===== config.mk =====
export PLATFORM = sky130hd
export DESIGN_NAME = greyscale_fb_reader
export DESIGN_NICKNAME = d
export VERILOG_FILES = /design/src/rtl/greyscale_fb_reader.sv
export SDC_FILE = /design/constraint.sdc
export NUM_CORES = 1
export LEC_CHECK = 0
export BUFFER_PORTS_ARGS = -buffer_cell sky130_fd_sc_hd__clkbuf_2
export CAP_MARGIN = 20
export CORE_MARGIN = 2
export CORE_UTILIZATION = 50
export CTS_CLUSTER_SIZE = 25
export DETAILED_ROUTE_END_ITERATION = 16
export PLACE_DENSITY = 0.76
export SLEW_MARGIN = 20
export SYNTH_ARGS = -nofsm -noshare
export SYNTH_HDL_FRONTEND = slang
export SYNTH_SLANG_ARGS = --single-unit

===== constraint.sdc =====
create_clock -name clk_pixel -period 8.6 [get_ports clk_pixel]
set_input_delay 1.72 -clock clk_pixel [delete_from_list [all_inputs] [get_ports clk_pixel]]
set_output_delay 1.72 -clock clk_pixel [all_outputs]
set_load 0.01 [all_outputs]

===== src/rtl/greyscale_fb_reader.sv =====
// Read side of the packed greyscale frame buffer: maps display raster to camera
// coordinates, fetches the 48-bit word holding six pixels and unpacks one byte.
module greyscale_fb_reader #(
  parameter int H_CAM       = 320,
  parameter int V_CAM       = 240,
  parameter int SCALE_SHIFT = 1,
  parameter int RAM_LATENCY = 2
) (
  input  logic        clk_pixel,
  input  logic        rst_in,
  input  logic [10:0] hcount_in,
  input  logic [9:0]  vcount_in,
  input  logic        ad_in,
  output logic [16:0] addr_out,
  input  logic [47:0] data_in,
  output logic [7:0]  pixel_out,
  output logic        in_frame_out,
  output logic [10:0] hcount_out,
  output logic [9:0]  vcount_out,
  output logic        ad_out
);

  localparam int          LATENCY  = 4 + RAM_LATENCY;
  localparam logic [10:0] HCamW    = 11'(H_CAM);
  localparam logic [9:0]  VCamW    = 10'(V_CAM);
  // ceil(2^18/6); exact floor(n/6) for every n below 2^17/... well past 76799
  localparam logic [34:0] RecipSix = 35'd43691;

  logic [10:0] x_d, x_q;
  logic [9:0]  y_d, y_q;
  logic        inf1_d, inf1_q;
  logic [16:0] n_d, n_q;
  logic        inf2_q;
  logic [34:0] prod;
  logic [16:0] word_d, word_q;
  logic [2:0]  slot_d, slot_q;
  logic        inf3_q;
  logic [16:0] addr_q;
  logic [2:0]  slotPipe_q [RAM_LATENCY+1];
  logic [RAM_LATENCY:0] infPipe_q;
  logic [47:0] data_q;
  logic [7:0]  byteSel;
  logic [7:0]  pixel_q;
  logic        inFrame_q;
  logic [10:0] hPipe_q [LATENCY+1];
  logic [9:0]  vPipe_q [LATENCY+1];
  logic [LATENCY:0] adPipe_q;

  // 320*y is formed as (y<<8)+(y<<6) so no generic multiplier is inferred
  always_comb begin
    x_d    = hcount_in >> SCALE_SHIFT;
    y_d    = vcount_in >> SCALE_SHIFT;
    inf1_d = ad_in && (x_d < HCamW) && (y_d < VCamW);
    n_d    = {6'd0, x_q} + ({7'd0, y_q} << 8) + ({7'd0, y_q} << 6);
    prod   = 35'(n_q) * RecipSix;
    word_d = 17'(prod >> 18);
    slot_d = 3'(n_q - ((word_d << 2) + (word_d << 1)));
  end

  always_comb begin
    byteSel = 8'd0;
    case (slotPipe_q[RAM_LATENCY])
      3'd0:    byteSel = data_q[47:40];
      3'd1:    byteSel = data_q[39:32];
      3'd2:    byteSel = data_q[31:24];
      3'd3:    byteSel = data_q[23:16];
      3'd4:    byteSel = data_q[15:8];
      3'd5:    byteSel = data_q[7:0];
      default: byteSel = 8'd0;
    endcase
  end

  always_ff @(posedge clk_pixel) begin
    if (rst_in) begin
      x_q       <= '0;
      y_q       <= '0;
      inf1_q    <= 1'b0;
      n_q       <= '0;
      inf2_q    <= 1'b0;
      word_q    <= '0;
      slot_q    <= '0;
      inf3_q    <= 1'b0;
      addr_q    <= '0;
      infPipe_q <= '0;
      data_q    <= '0;
      pixel_q   <= '0;
      inFrame_q <= 1'b0;
      adPipe_q  <= '0;
      for (int i = 0; i <= RAM_LATENCY; i++) slotPipe_q[i] <= '0;
      for (int i = 0; i <= LATENCY; i++) begin
        hPipe_q[i] <= '0;
        vPipe_q[i] <= '0;
      end
    end else begin
      x_q    <= x_d;
      y_q    <= y_d;
      inf1_q <= inf1_d;
      n_q    <= n_d;
      inf2_q <= inf1_q;
      word_q <= word_d;
      slot_q <= slot_d;
      inf3_q <= inf2_q;
      // Hold the address outside the frame to avoid needless BRAM toggling
      if (inf3_q) addr_q <= word_q;
      slotPipe_q[0] <= slot_q;
      infPipe_q[0]  <= inf3_q;
      for (int i = 1; i <= RAM_LATENCY; i++) begin
        slotPipe_q[i] <= slotPipe_q[i-1];
        infPipe_q[i]  <= infPipe_q[i-1];
      end
      data_q    <= data_in;
      pixel_q   <= infPipe_q[RAM_LATENCY] ? byteSel : 8'd0;
      inFrame_q <= infPipe_q[RAM_LATENCY];
      hPipe_q[0]  <= hcount_in;
      vPipe_q[0]  <= vcount_in;
      adPipe_q[0] <= ad_in;
      for (int i = 1; i <= LATENCY; i++) begin
        hPipe_q[i]  <= hPipe_q[i-1];
        vPipe_q[i]  <= vPipe_q[i-1];
        adPipe_q[i] <= adPipe_q[i-1];
      end
    end
  end

  assign addr_out     = addr_q;
  assign pixel_out    = pixel_q;
  assign in_frame_out = inFrame_q;
  assign hcount_out   = hPipe_q[LATENCY];
  assign vcount_out   = vPipe_q[LATENCY];
  assign ad_out       = adPipe_q[LATENCY];

endmodule


; Yosys cells after proc, flatten, opt, wreduce, memory -nomap -nowiden
; Memories as Yosys holds them, arrays and structs flattened.
; Cells that the tools add are included.
[word_totals]
in_bits = 72
mem_bits_rw = 156
reg_bits = 145
mem_count = 3
out_inout_bits = 48
wordCells = 75
[classes]
n_mul = 1
n_mux = 21
magnitude_cmp = 2
reduce_logical = 4
n_eq_ne = 5
bitwise = 18
add_sub_neg = 4
[memory_table]
columns = memory, words, word_bits, rd, rd_clocked_by_memory_dff, write_ports, line
row1 = hPipe_q, 7, 11, 7, 0, 7, 45  ; logic [10:0] hPipe_q [LATENCY+1];
row2 = vPipe_q, 7, 10, 7, 0, 7, 46  ; logic [9:0] vPipe_q [LATENCY+1];
row3 = slotPipe_q, 3, 3, 3, 0, 3, 39  ; logic [2:0] slotPipe_q [RAM_LATENCY+1];
[op_table]
columns = operator, count
row1 = 2-to-1 mux 11 bit, 7
row2 = 2-to-1 mux 10 bit, 7
row3 = case mux 8 bit (6 select lines), 1
row4 = multiplier 17 x 16 -> 33 bit (second input constant), 1
row5 = adder 11 x 17 -> 17 bit, 1
row6 = adder 17 x 16 -> 17 bit, 1
row7 = OR 1 bit, 17
row8 = less-than comparator 10 x 9 -> 1 bit (second input constant), 1
row9 = less-than comparator 9 x 8 -> 1 bit (second input constant), 1
row10 = 2-to-1 mux 3 bit, 3
row11 = == test 3 x 2 -> 1 bit (second input constant), 2
row12 = == test 3 bit (second input constant), 2
row13 = adder 3 bit, 1
row14 = == test 3 x 1 -> 1 bit (second input constant), 1
row15 = logical NOT 3 bit, 1
row16 = 2-to-1 mux 1 bit, 3
row17 = subtractor 3 bit, 1
row18 = logical AND 1 bit, 2
row19 = OR reduction 2 bit, 1
row20 = inverter 1 bit, 1

; Logic depth before layout (Yosys ltp)
; Gate-level depths: netlist of the first run.
[logic_depth]
ltp_word = 3
mapped_depth = 21
depth_no_buf = 21

; Worst setup path after synthesis of the first run
; No wires, ideal clock.
[synth_path]
path_kind = reg2reg
startpoint = reg n_q[1]
endpoint = reg slot_q[2]
period_less_slack_ps = 5423
n_path_buf = 0
setup_time_ps = 128
required_ps = 8472
arrival_time_ps = 5295
path_stages_with_launch = 22
setup_slack_ps = 3177
path_cell_list = dfxtp_1 -> ha_1 -> xor2_1 -> ha_1 -> inv_1 -> fa_1 -> inv_1 -> fa_1 -> fa_1 -> inv_1 -> fa_1 -> inv_1 -> ha_1 -> a21o_1 -> a21o_1 -> a31o_4 -> xnor2_1 -> ha_1 -> xnor2_1 -> xnor3_2 -> xnor2_1 -> nor2_1
[synth_via]
elab_chain_len = 3
[synth_lines]
columns = item, line
row1 = start: declaration, 32  ; logic [16:0] n_d, n_q;
row2 = start signal: assignment, 98  ; n_q <= n_d;
row3 = multiplier 17 x 16 -> 33 bit, 55  ; prod = 35'(n_q) * RecipSix;
row4 = via prod[18], 34  ; logic [34:0] prod;
row5 = adder 3 bit, 57  ; slot_d = 3'(n_q - ((word_d << 2) + (word_d << 1)));
row6 = subtractor 3 bit, 57
row7 = end signal: assignment, 101  ; slot_q <= slot_d;
row8 = end: declaration, 36  ; logic [2:0] slot_d, slot_q;
; The timed path passes the listed nets, and every way through them passes these cells.
; A chain may end at the register's enable or synchronous reset.

; Final worst setup path of the first run
[layout_path]
startpoint = reg n_q[5]
endpoint = reg word_q[14]
[layout_via]
elab_chain_len = 1
[layout_lines]
columns = item, line
row1 = multiplier 17 x 16 -> 33 bit, 55
row2 = end signal: assignment, 100  ; word_q <= word_d;
row3 = end: declaration, 35  ; logic [16:0] word_d, word_q;
; Every way passes these cells.

==> impl_metrics.py, run 1 <==
metrics = {
    "clocking": {
        "clockBufferDepth": 3,
        "cts_hold_buffers": 0,
        "clk_pin_slew_worst_paths_ns": 0.06,
        "cts_sinks": 270,
        "cts_tree": "built",
        "cts_resized": 0,
        "numCtsBuffers": 28,
        "clock_latency_ns": 0.55,
        "clockRootBuffer": "clkbuf_16",
        "htree_levels": 1,
        "postCtsSetupRepairBufs": 0,
    },
    "synthesis": {
        "yosys.area.top_type": "dfxtp_1",
        "synth-simple-area-share_pct": 14.39,
        "synth_compound_area_share_pct": 5.699,
        "ys_top_cells_by_area": "dfxtp_1, ha_1, fa_1",
        "yosysSeqAreaShare_pct": 40.29,
        "postSynth.asyncResetShare_pct": 0,
        "synth_top_cell_area_share_pct": 40.29,
        "synthMuxAreaShare_pct": 2.975,
        "synth_edf_count": 0,
        "postSynthCellCount": 1272,
        "syn-cell-area_mm2": 0.01341,
        "syn_area_per_cell_um2": 10.55,
        "synth_ff_type": "dfxtp_1",
        "synth-xor-area-share_pct": 1.418,
        "synth_top_family_by_area": "adder cells",
        "synthAdderAreaFrac_pct": 27.42,
        "synthDistinctLibCells": 56,
        "ys_ff_latch": 270,
        "ys.warnings.count": 0,
    },
    "worst_setup_path": {
        "cp_max_fo": 7,
        "start_kind": "flip-flop",
        "required_ns": 9.03,
        "cp-end-kind": "flip-flop",
        "critical_path_class": "reg -> reg",
        "crit_slowest_cell": "fa_1",
        "cp_common_cell": "fa_1",
        "crit_arrival_ns": 6.28,
        "max_stage_delay_ns": 0.56,
        "path_cells": "ha_1 -> inv_1 -> fa_1 -> inv_1 -> fa_1 -> inv_1 -> fa_1 -> inv_1 -> fa_1 -> fa_1 -> ha_1 -> o21ai_0 -> nand2_1 -> a31oi_1 -> a31oi_1 -> a31oi_1 -> mux2_2",
    },
    "sta": {
        "period_needed_ns": 5.854,
        "slew_viol_final": 0,
        "rsz0062_at_grt": "no",
        "max_freq_mhz": 170.8,
        "tightest_slew_ns": 0.9606,
        "hold_viol": 0,
        "worst_slack_ns": 2.746,
        "fin_tns_setup_ns": 0,
        "setup_viol": 0,
        "period_share_pct": 68.07,
        "fin_skew_ns": 0.01549,
        "slew_headroom_pct": 35.87,
    },
    "placed_design": {
        "pre_cts_ws_ns": 2.814,
        "port-buffer-count": 117,
        "gp_congestion": 0.9276,
        "dpl.hpwl_um": 19450,
    },
    "min_path": {
        "holdCritPathClass": "reg -> reg",
    },
    "layout": {
        "layout_common_cells": "dfxtp_1, nor2b_1, inv_1",
        "drive_above_1_share_pct": 14.03,
        "fillers": 2233,
        "antenna_cells": 0,
        "final_common_cell": "dfxtp_1",
        "nNetsFinal": 1681,
        "area_growth_pct": 12.95,
    },
    "status": {
        "outcome": "finished clean",
    },
    "floorplanning": {
        "start_util_pct": 51.19,
        "rows": 59,
        "die_area_mm2": 0.02816,
        "ios": 120,
        "dieWidth_um": 167.8,
        "dieHeight_um": 167.8,
        "core_area_mm2": 0.02621,
    },
    "global_routing": {
        "grt_pass1_wl_um": 41830,
        "grt_overflow": 0,
        "grt_pass1_vias": 8406,
        "antenna_found_initial": 0,
        "grt_max_degree": 140,
        "grt_usage_pct": 18.48,
    },
    "power": {
        "ir_drop_v": 0.0002803,
        "power_density_mw_per_mm2": 288.6,
        "leakage_nw": 7.392,
        "total_power_mw": 4.373,
    },
    "routing": {
        "remaining_drc_errors": 0,
        "via_per_inst": 4.726,
        "vias": 8152,
        "wire_per_inst_um": 14.51,
        "wl_um": 25030,
        "ant_nets": 0,
        "first_iter_violations": 348,
        "first_pass_iters": 5,
    },
    "flow_run": {
        "drv_cap": 0,
    },
}
==> critical path: cells and delay by family, from the launching register on <==
| kind | cells | cell delay [ns] |
|---|---|---|
| compound gates | 4 | 1.13 |
| fa+ha+maj | 7 | 3.31 |
| buf+inv | 4 | 0.24 |
| mux | 1 | 0.34 |
| simple gates | 1 | 0.23 |
| flops | 1 | 0.48 |
==> sequential cells by signal, summed over array words and instances, names as in the netlist <==
| signal | count |
|---|---|
| hPipe_q | 62 |
| n_q | 17 |
| inf1_q | 1 |
| vPipe_q | 61 |
| in_frame_out | 1 |
| data_q | 48 |
| slotPipe_q | 9 |
| y_q | 9 |
| addr_out | 15 |
| adPipe_q | 7 |
| slot_q | 3 |
| word_q | 15 |
| pixel_out | 8 |
| infPipe_q | 3 |
| inf3_q | 1 |
| inf2_q | 1 |
| x_q | 9 |
==> routing by layer <==
layer / wire length (um) / vias up / global-route usage [%]
met5: 0 / - / 0
met4: 803 / 0 / 6.427
met3: 912 / 48 / 2.351
met2: 11820 / 141 / 31.12
met1: 11490 / 3783 / 24.69
li1: - / 4180 / -
==> path summary, 6_finish.rpt <==
kind / slack [ns] / depth (start not counted) / start / to
max: 2.75 / 17 / n_q[5] / word_q[14]
min: 0.42 / 1 / vPipe_q[2][4] / vPipe_q[3][4]
max reg2reg: 2.75 / 17 / n_q[5] / word_q[14]
min reg2reg: 0.42 / 1 / vPipe_q[2][4] / vPipe_q[3][4]
==> cell type report <==
| type | instances | area, um2 | share of cell area [%] |
|---|---|---|---|
| Clock inverter | 15 | 198.9 | 1.313 |
| Sequential cell | 270 | 5405 | 35.68 |
| Multi-Input combinational cell | 743 | 6970 | 46.01 |
| Tap cell | 335 | 419.2 | 2.767 |
| Timing Repair Buffer | 119 | 609.3 | 4.022 |
| Clock buffer | 36 | 770.7 | 5.087 |
| Inverter | 207 | 777.0 | 5.128 |
==> synth_stat cells (2+ instances only) <==
| cell type | number |
|---|---|
| nor3b_1 | 2 |
| o21bai_1 | 4 |
| mux2i_1 | 17 |
| and3_1 | 2 |
| mux2_2 | 18 |
| a21oi_2 | 2 |
| a31oi_1 | 7 |
| a21o_1 | 13 |
| nor3_1 | 7 |
| a22oi_1 | 14 |
| o21ai_0 | 13 |
| nor2b_1 | 232 |
| and2_1 | 6 |
| o21a_1 | 4 |
| and4_1 | 2 |
| a221oi_1 | 2 |
| clkbuf_1 | 35 |
| a21oi_1 | 25 |
| inv_1 | 207 |
| nand4_1 | 4 |
| dfxtp_1 | 270 |
| xnor2_1 | 12 |
| nand2_1 | 16 |
| fa_1 | 90 |
| a2111o_1 | 2 |
| buf_4 | 13 |
| a211oi_1 | 4 |
| ha_1 | 150 |
| nor2_1 | 54 |
| buf_1 | 3 |
| o22ai_1 | 6 |
| nand2b_1 | 2 |
| xor2_1 | 7 |
| and3_2 | 2 |
| nand3_1 | 4 |
==> logic make-up after synthesis <==
group           count (synthesis)
compound gates                107
xor+xnor                       20
fa+ha+maj                     240
buf+inv                       260
flops                         270
mux                            37
other cells                     1
simple gates                  337
==> stage by stage <==
step / util, % / area (um2) / hold WS [ns] / std cells
floorplan: - / 13420 / 0.4138 / 1273
CTS: 57.81 / 15150 / 0.4272 / 1725
finish: 57.81 / 15150 / 0.4224 / 1725
global route: 57.81 / 15150 / 0.4431 / 1725
detailed placement: 54.11 / 14180 / 0.4204 / 1674
global placement: 54.11 / 14180 / 0.4151 / 1674
==> power breakdown <==
group          internal, mW  switching [mW]  leakage (nW)
Combinational         0.767            1.02          4.71
Clock                 0.732           0.494         0.475
Sequential             1.32          0.0360          2.21
Total                  2.82            1.55          7.39
(Power assumes the default switching activity.)
==> run 2, diff against run 1 <==
- clock period: 8.6 -> 5.8 ns (I/O delays scaled with it)
==> impl_metrics.py, run 2 (same netlist as run 1, synthesis figures left out) <==
metrics = {
    "flow_run": {
        "drv_cap": 0,
    },
    "global_routing": {
        "grt_pass1_vias": 8546,
        "gr-max-usage-layer": "met2",
        "grt_max_degree": 122,
        "grt_overflow": 0,
        "met1_usage_pct": 24.91,
        "grt_usage_pct": 18.48,
        "antenna_found_initial": 0,
        "grt_pass1_wl_um": 42030,
        "use_met3_pct": 2.962,
        "grt_use_met2_pct": 31.12,
    },
    "placed_design": {
        "gp_congestion": 0.8788,
        "dpl_cell_area_mm2": 0.01427,
        "dp_cells": 1686,
        "port-buffer-count": 117,
        "dpl.hpwl_um": 19290,
        "pre_cts_ws_ns": 0.1590,
    },
    "worst_setup_path": {
        "critPathTopFamily": "adder cells",
        "cp_max_fo": 4,
        "start_kind": "flip-flop",
        "cp-end-kind": "flip-flop",
        "r2r_slack_ns": 0.21,
        "path_cells": "buf_4 -> ha_1 -> xor2_1 -> ha_1 -> inv_1 -> fa_1 -> inv_1 -> fa_1 -> fa_1 -> inv_1 -> fa_1 -> inv_1 -> ha_4 -> a21o_1 -> a21o_1 -> a31o_4 -> xnor2_2 -> ha_1 -> xnor2_1 -> xnor3_2 -> xnor2_2 -> nor2_1",
        "r2r_cells": 22,
        "crit_arrival_ns": 5.97,
        "cp_num_buf_inv": 5,
        "crit_slowest_cell": "fa_1",
        "max_stage_delay_ns": 0.58,
        "required_ns": 6.19,
        "r2r-end": "slot_q[2]",
        "critical_path_class": "reg -> reg",
        "r2r_start": "n_q[2]",
    },
    "layout": {
        "seq_area_mm2": 0.005423,
        "area_growth_pct": 13.64,
        "multiInputGateArea_mm2": 0.007064,
        "nNetsFinal": 1692,
        "design_area_mm2": 0.01524,
        "drive_above_1_share_pct": 15.50,
        "reg_top3": "hPipe_q (62), vPipe_q (61), data_q (48)",
        "antenna_cells": 0,
        "finalNonFillerCells": 1735,
        "largest_reg_flops": 62,
        "final_common_cell": "dfxtp_1",
        "final_util_pct": 58.17,
        "layout_common_cells": "dfxtp_1, nor2b_1, inv_1",
        "fillers": 2231,
        "top_register": "hPipe_q",
    },
    "floorplanning": {
        "rows": 59,
        "dieHeight_um": 167.8,
        "die_area_mm2": 0.02816,
        "ios": 120,
        "start_util_pct": 51.19,
        "dieWidth_um": 167.8,
        "core_area_mm2": 0.02621,
    },
    "sta": {
        "max_freq_mhz": 179.0,
        "setup_viol": 0,
        "slew_viol_final": 0,
        "period_needed_ns": 5.586,
        "hold_viol": 0,
        "worst_slack_ns": 0.2137,
        "rsz0062_at_grt": "yes",
        "fin_tns_setup_ns": 0,
        "period_share_pct": 96.32,
        "timing.hold.ws_ns": 0.4280,
        "fin_skew_ns": 0.01219,
        "tightest_slew_ns": 0.9801,
        "slew_headroom_pct": 34.57,
    },
    "power": {
        "switching_share_pct": 35.75,
        "seqPwrFrac_pct": 30.5,
        "power_density_mw_per_mm2": 432.2,
        "ir_drop_v": 0.0003335,
        "total_power_mw": 6.588,
        "p_switching_mw": 2.355,
        "clockPowerShare_pct": 25.5,
        "pwr-share-comb_pct": 44.0,
        "leakage_nw": 7.397,
        "internal-power_mw": 4.233,
    },
    "routing": {
        "ant_nets": 0,
        "wire_per_inst_um": 14.37,
        "wl_um": 24930,
        "remaining_drc_errors": 0,
        "via_per_inst": 4.768,
        "first_iter_violations": 319,
        "first_pass_iters": 4,
        "vias": 8273,
    },
    "clocking": {
        "cts_sinks": 270,
        "numCtsBuffers": 27,
        "clk_pin_slew_worst_paths_ns": 0.06,
        "postCtsSetupRepairBufs": 0,
        "clockRootBuffer": "clkbuf_16",
        "clockBufferDepth": 3,
        "htree_levels": 1,
        "clock_latency_ns": 0.54,
        "cts_tree": "built",
    },
    "min_path": {
        "holdPathStages": 1,
        "holdCritPathClass": "reg -> reg",
        "min_to": "vPipe_q[2][3]",
        "min_from": "vPipe_q[1][3]",
    },
    "status": {
        "outcome": "finished clean",
    },
}
-- run 2: cell types whose count changed in the layout (fill, tap and decap cells not counted), moves of 3 or more --
cell      before  now
buf_4          2   14
dfxtp_1      270  260
clkbuf_1       4   13
dfxtp_2        0    8
ha_1         150  143
ha_4           0    5
clkinv_2       5    2
-- run 2: area by class of cell --
class / instances / share of cell area [%]
clock inverter: 7 / 0.7141
tap: 335 / 2.750
inverter: 207 / 5.097
clock buffer: 42 / 4.933
multi-input combinational: 743 / 46.34
sequential: 270 / 35.57
timing repair buffer: 131 / 4.588
-- run 2: how the worst max path moves through the flow --
stage          startpoint         to  depth (start not counted)  slack (ns)
6_report           n_q[2]  slot_q[2]                         22        0.21
5_1_grt            n_q[2]  slot_q[2]                         22       -0.06
4_1_cts            n_q[2]  slot_q[2]                         21        0.12
3_5_place_dp       n_q[9]  slot_q[2]                         21        0.16
3_3_place_gp       n_q[2]  slot_q[2]                         21        0.20
2_1_floorplan      n_q[1]  slot_q[2]                         21        0.38
-- run 2: repair_timing --
item                                    4_1_cts  5_1_grt
endpoints found under the setup margin        0        5
resized for setup                             0       26
hold buffers                                  0        0
endpoints found under the hold margin         0        0
-- run 2: layer usage --
layer	vias to the layer above	wire length [um]
met1	3895	11560
li1	4201	-
met2	142	11970
met3	35	875
met5	-	0
met4	0	529
-- run 2: power by group through the flow --
stage               sequential [mW]  combinational, mW  clock (mW)
CTS                            2.01               2.74        1.73
detailed placement             2.05               2.71           0
global route                   2.02               3.36        1.80
global placement               2.05               2.68           0
finish                         2.01               2.90        1.68
floorplan                      2.03               2.07           0
==> run 3, diff against run 2 <==
==> constraint.sdc (replaced) <==
create_clock -name clk_pixel -period 6.9 [get_ports clk_pixel]
set_input_delay 1.38 -clock clk_pixel [delete_from_list [all_inputs] [get_ports clk_pixel]]
set_output_delay 1.38 -clock clk_pixel [all_outputs]
set_load 0.05 [all_outputs]
==> impl_metrics.py, run 3 (same netlist as run 1, synthesis figures left out) <==
metrics = {
    "status": {
        "outcome": "finished clean",
    },
    "global_routing": {
        "grt_max_degree": 135,
        "grt_pass1_wl_um": 41210,
        "grt_usage_pct": 18.09,
        "antenna_found_initial": 0,
        "grt_overflow": 0,
        "grt_pass1_vias": 8446,
    },
    "clocking": {
        "clk_pin_slew_worst_paths_ns": 0.07,
        "cts_resized": 0,
        "cts_sinks": 270,
        "clockRootBuffer": "clkbuf_16",
        "cts_tree": "built",
        "cts_hold_buffers": 0,
        "clock_latency_ns": 0.52,
        "postCtsSetupRepairBufs": 0,
        "clockBufferDepth": 3,
        "htree_levels": 1,
        "numCtsBuffers": 26,
    },
    "floorplanning": {
        "core_area_mm2": 0.02621,
        "start_util_pct": 51.19,
        "ios": 120,
        "dieWidth_um": 167.8,
        "dieHeight_um": 167.8,
        "rows": 59,
        "die_area_mm2": 0.02816,
    },
    "layout": {
        "reg_top3": "hPipe_q (62), vPipe_q (61), data_q (48)",
        "layout_common_cells": "dfxtp_1, nor2b_1, inv_1",
        "drive_above_1_share_pct": 13.71,
        "fillers": 2174,
        "nNetsFinal": 1679,
        "area_growth_pct": 12.30,
        "largest_reg_flops": 62,
        "final_common_cell": "dfxtp_1",
        "top_register": "hPipe_q",
        "multiInputGateArea_mm2": 0.006970,
        "antenna_cells": 0,
        "seq_area_mm2": 0.005405,
    },
    "sta": {
        "fin_skew_ns": 0.008525,
        "fin_tns_setup_ns": 0,
        "max_freq_mhz": 170.5,
        "timing.hold.ws_ns": 0.4320,
        "rsz0062_at_grt": "no",
        "tightest_slew_ns": 0.9836,
        "period_needed_ns": 5.867,
        "worst_slack_ns": 1.033,
        "setup_viol": 0,
        "slew_viol_final": 0,
        "period_share_pct": 85.02,
        "hold_viol": 0,
        "slew_headroom_pct": 34.34,
    },
    "routing": {
        "remaining_drc_errors": 0,
        "ant_nets": 0,
        "first_iter_violations": 339,
        "wl_um": 24620,
        "via_per_inst": 4.787,
        "first_pass_iters": 4,
        "vias": 8239,
        "wire_per_inst_um": 14.30,
    },
    "placed_design": {
        "port-buffer-count": 117,
        "pre_cts_ws_ns": 1.052,
        "dpl.hpwl_um": 19200,
        "gp_congestion": 0.9231,
    },
    "power": {
        "total_power_mw": 5.379,
        "power_density_mw_per_mm2": 357.1,
        "ir_drop_v": 0.0003220,
        "leakage_nw": 7.353,
    },
    "worst_setup_path": {
        "required_ns": 7.29,
        "start_kind": "flip-flop",
        "startpoint": "n_q[1]",
        "critical_path_class": "reg -> reg",
        "critPathTopFamily": "adder cells",
        "crit_arrival_ns": 6.25,
        "cp-end-kind": "flip-flop",
        "max_stage_delay_ns": 0.57,
        "r2r_start": "n_q[1]",
        "path_cells": "ha_1 -> xor2_1 -> ha_1 -> inv_1 -> fa_1 -> inv_1 -> fa_1 -> fa_1 -> inv_1 -> fa_1 -> inv_1 -> ha_1 -> a21o_1 -> a21o_1 -> a31o_4 -> xnor2_1 -> ha_1 -> xnor2_1 -> xnor3_2 -> xnor2_1 -> nor2_1",
        "cp_max_fo": 9,
        "cp_num_buf_inv": 4,
        "crit_slowest_cell": "fa_1",
    },
    "flow_run": {
        "drv_cap": 0,
    },
    "min_path": {
        "holdCritPathClass": "reg -> reg",
        "min_from": "hPipe_q[0][58]",
    },
}
-- run 3: routing by layer --
metal	vias up	share of wire (%)	global-route usage (%)
met5	-	0	0
met4	0	2.9	5.595
met3	47	3.4	2.398
met2	141	48	30.99
met1	3875	45	23.93
li1	4176	-	-
-- run 3: worst paths after layout --
kind / slack [ns] / depth (start not counted) / to
worst max-delay path: 1.03 / 21 / slot_q[2]
worst min-delay path: 0.43 / 1 / hPipe_q[0][69]
worst max register to register: 1.03 / 21 / slot_q[2]
worst min register to register: 0.43 / 1 / hPipe_q[0][69]
-- run 3: per-stage QoR --
stage / utilization, % / instances / cell area [um2]
after floorplan: - / 1273 / 13420
after global placement: 54.11 / 1674 / 14180
after detailed placement: 54.11 / 1674 / 14180
after CTS: 57.48 / 1721 / 15060
after global routing: 57.48 / 1721 / 15060
final: 57.48 / 1721 / 15060
-- run 3: power by group --
part	switching (mW)	total (mW)	internal, mW
Clock	0.575	1.42	0.848
Sequential	0.0475	1.70	1.65
Combinational	1.29	2.26	0.965
-- run 3: final cells by class --
class,instances,share of cell area [%]
repair buffers,119,4.045
well taps,335,2.782
inverters,207,5.158
clock inverters,9,0.7807
clock buffers,38,5.083
flip-flops and latches,270,35.88
multi-input cells,743,46.27
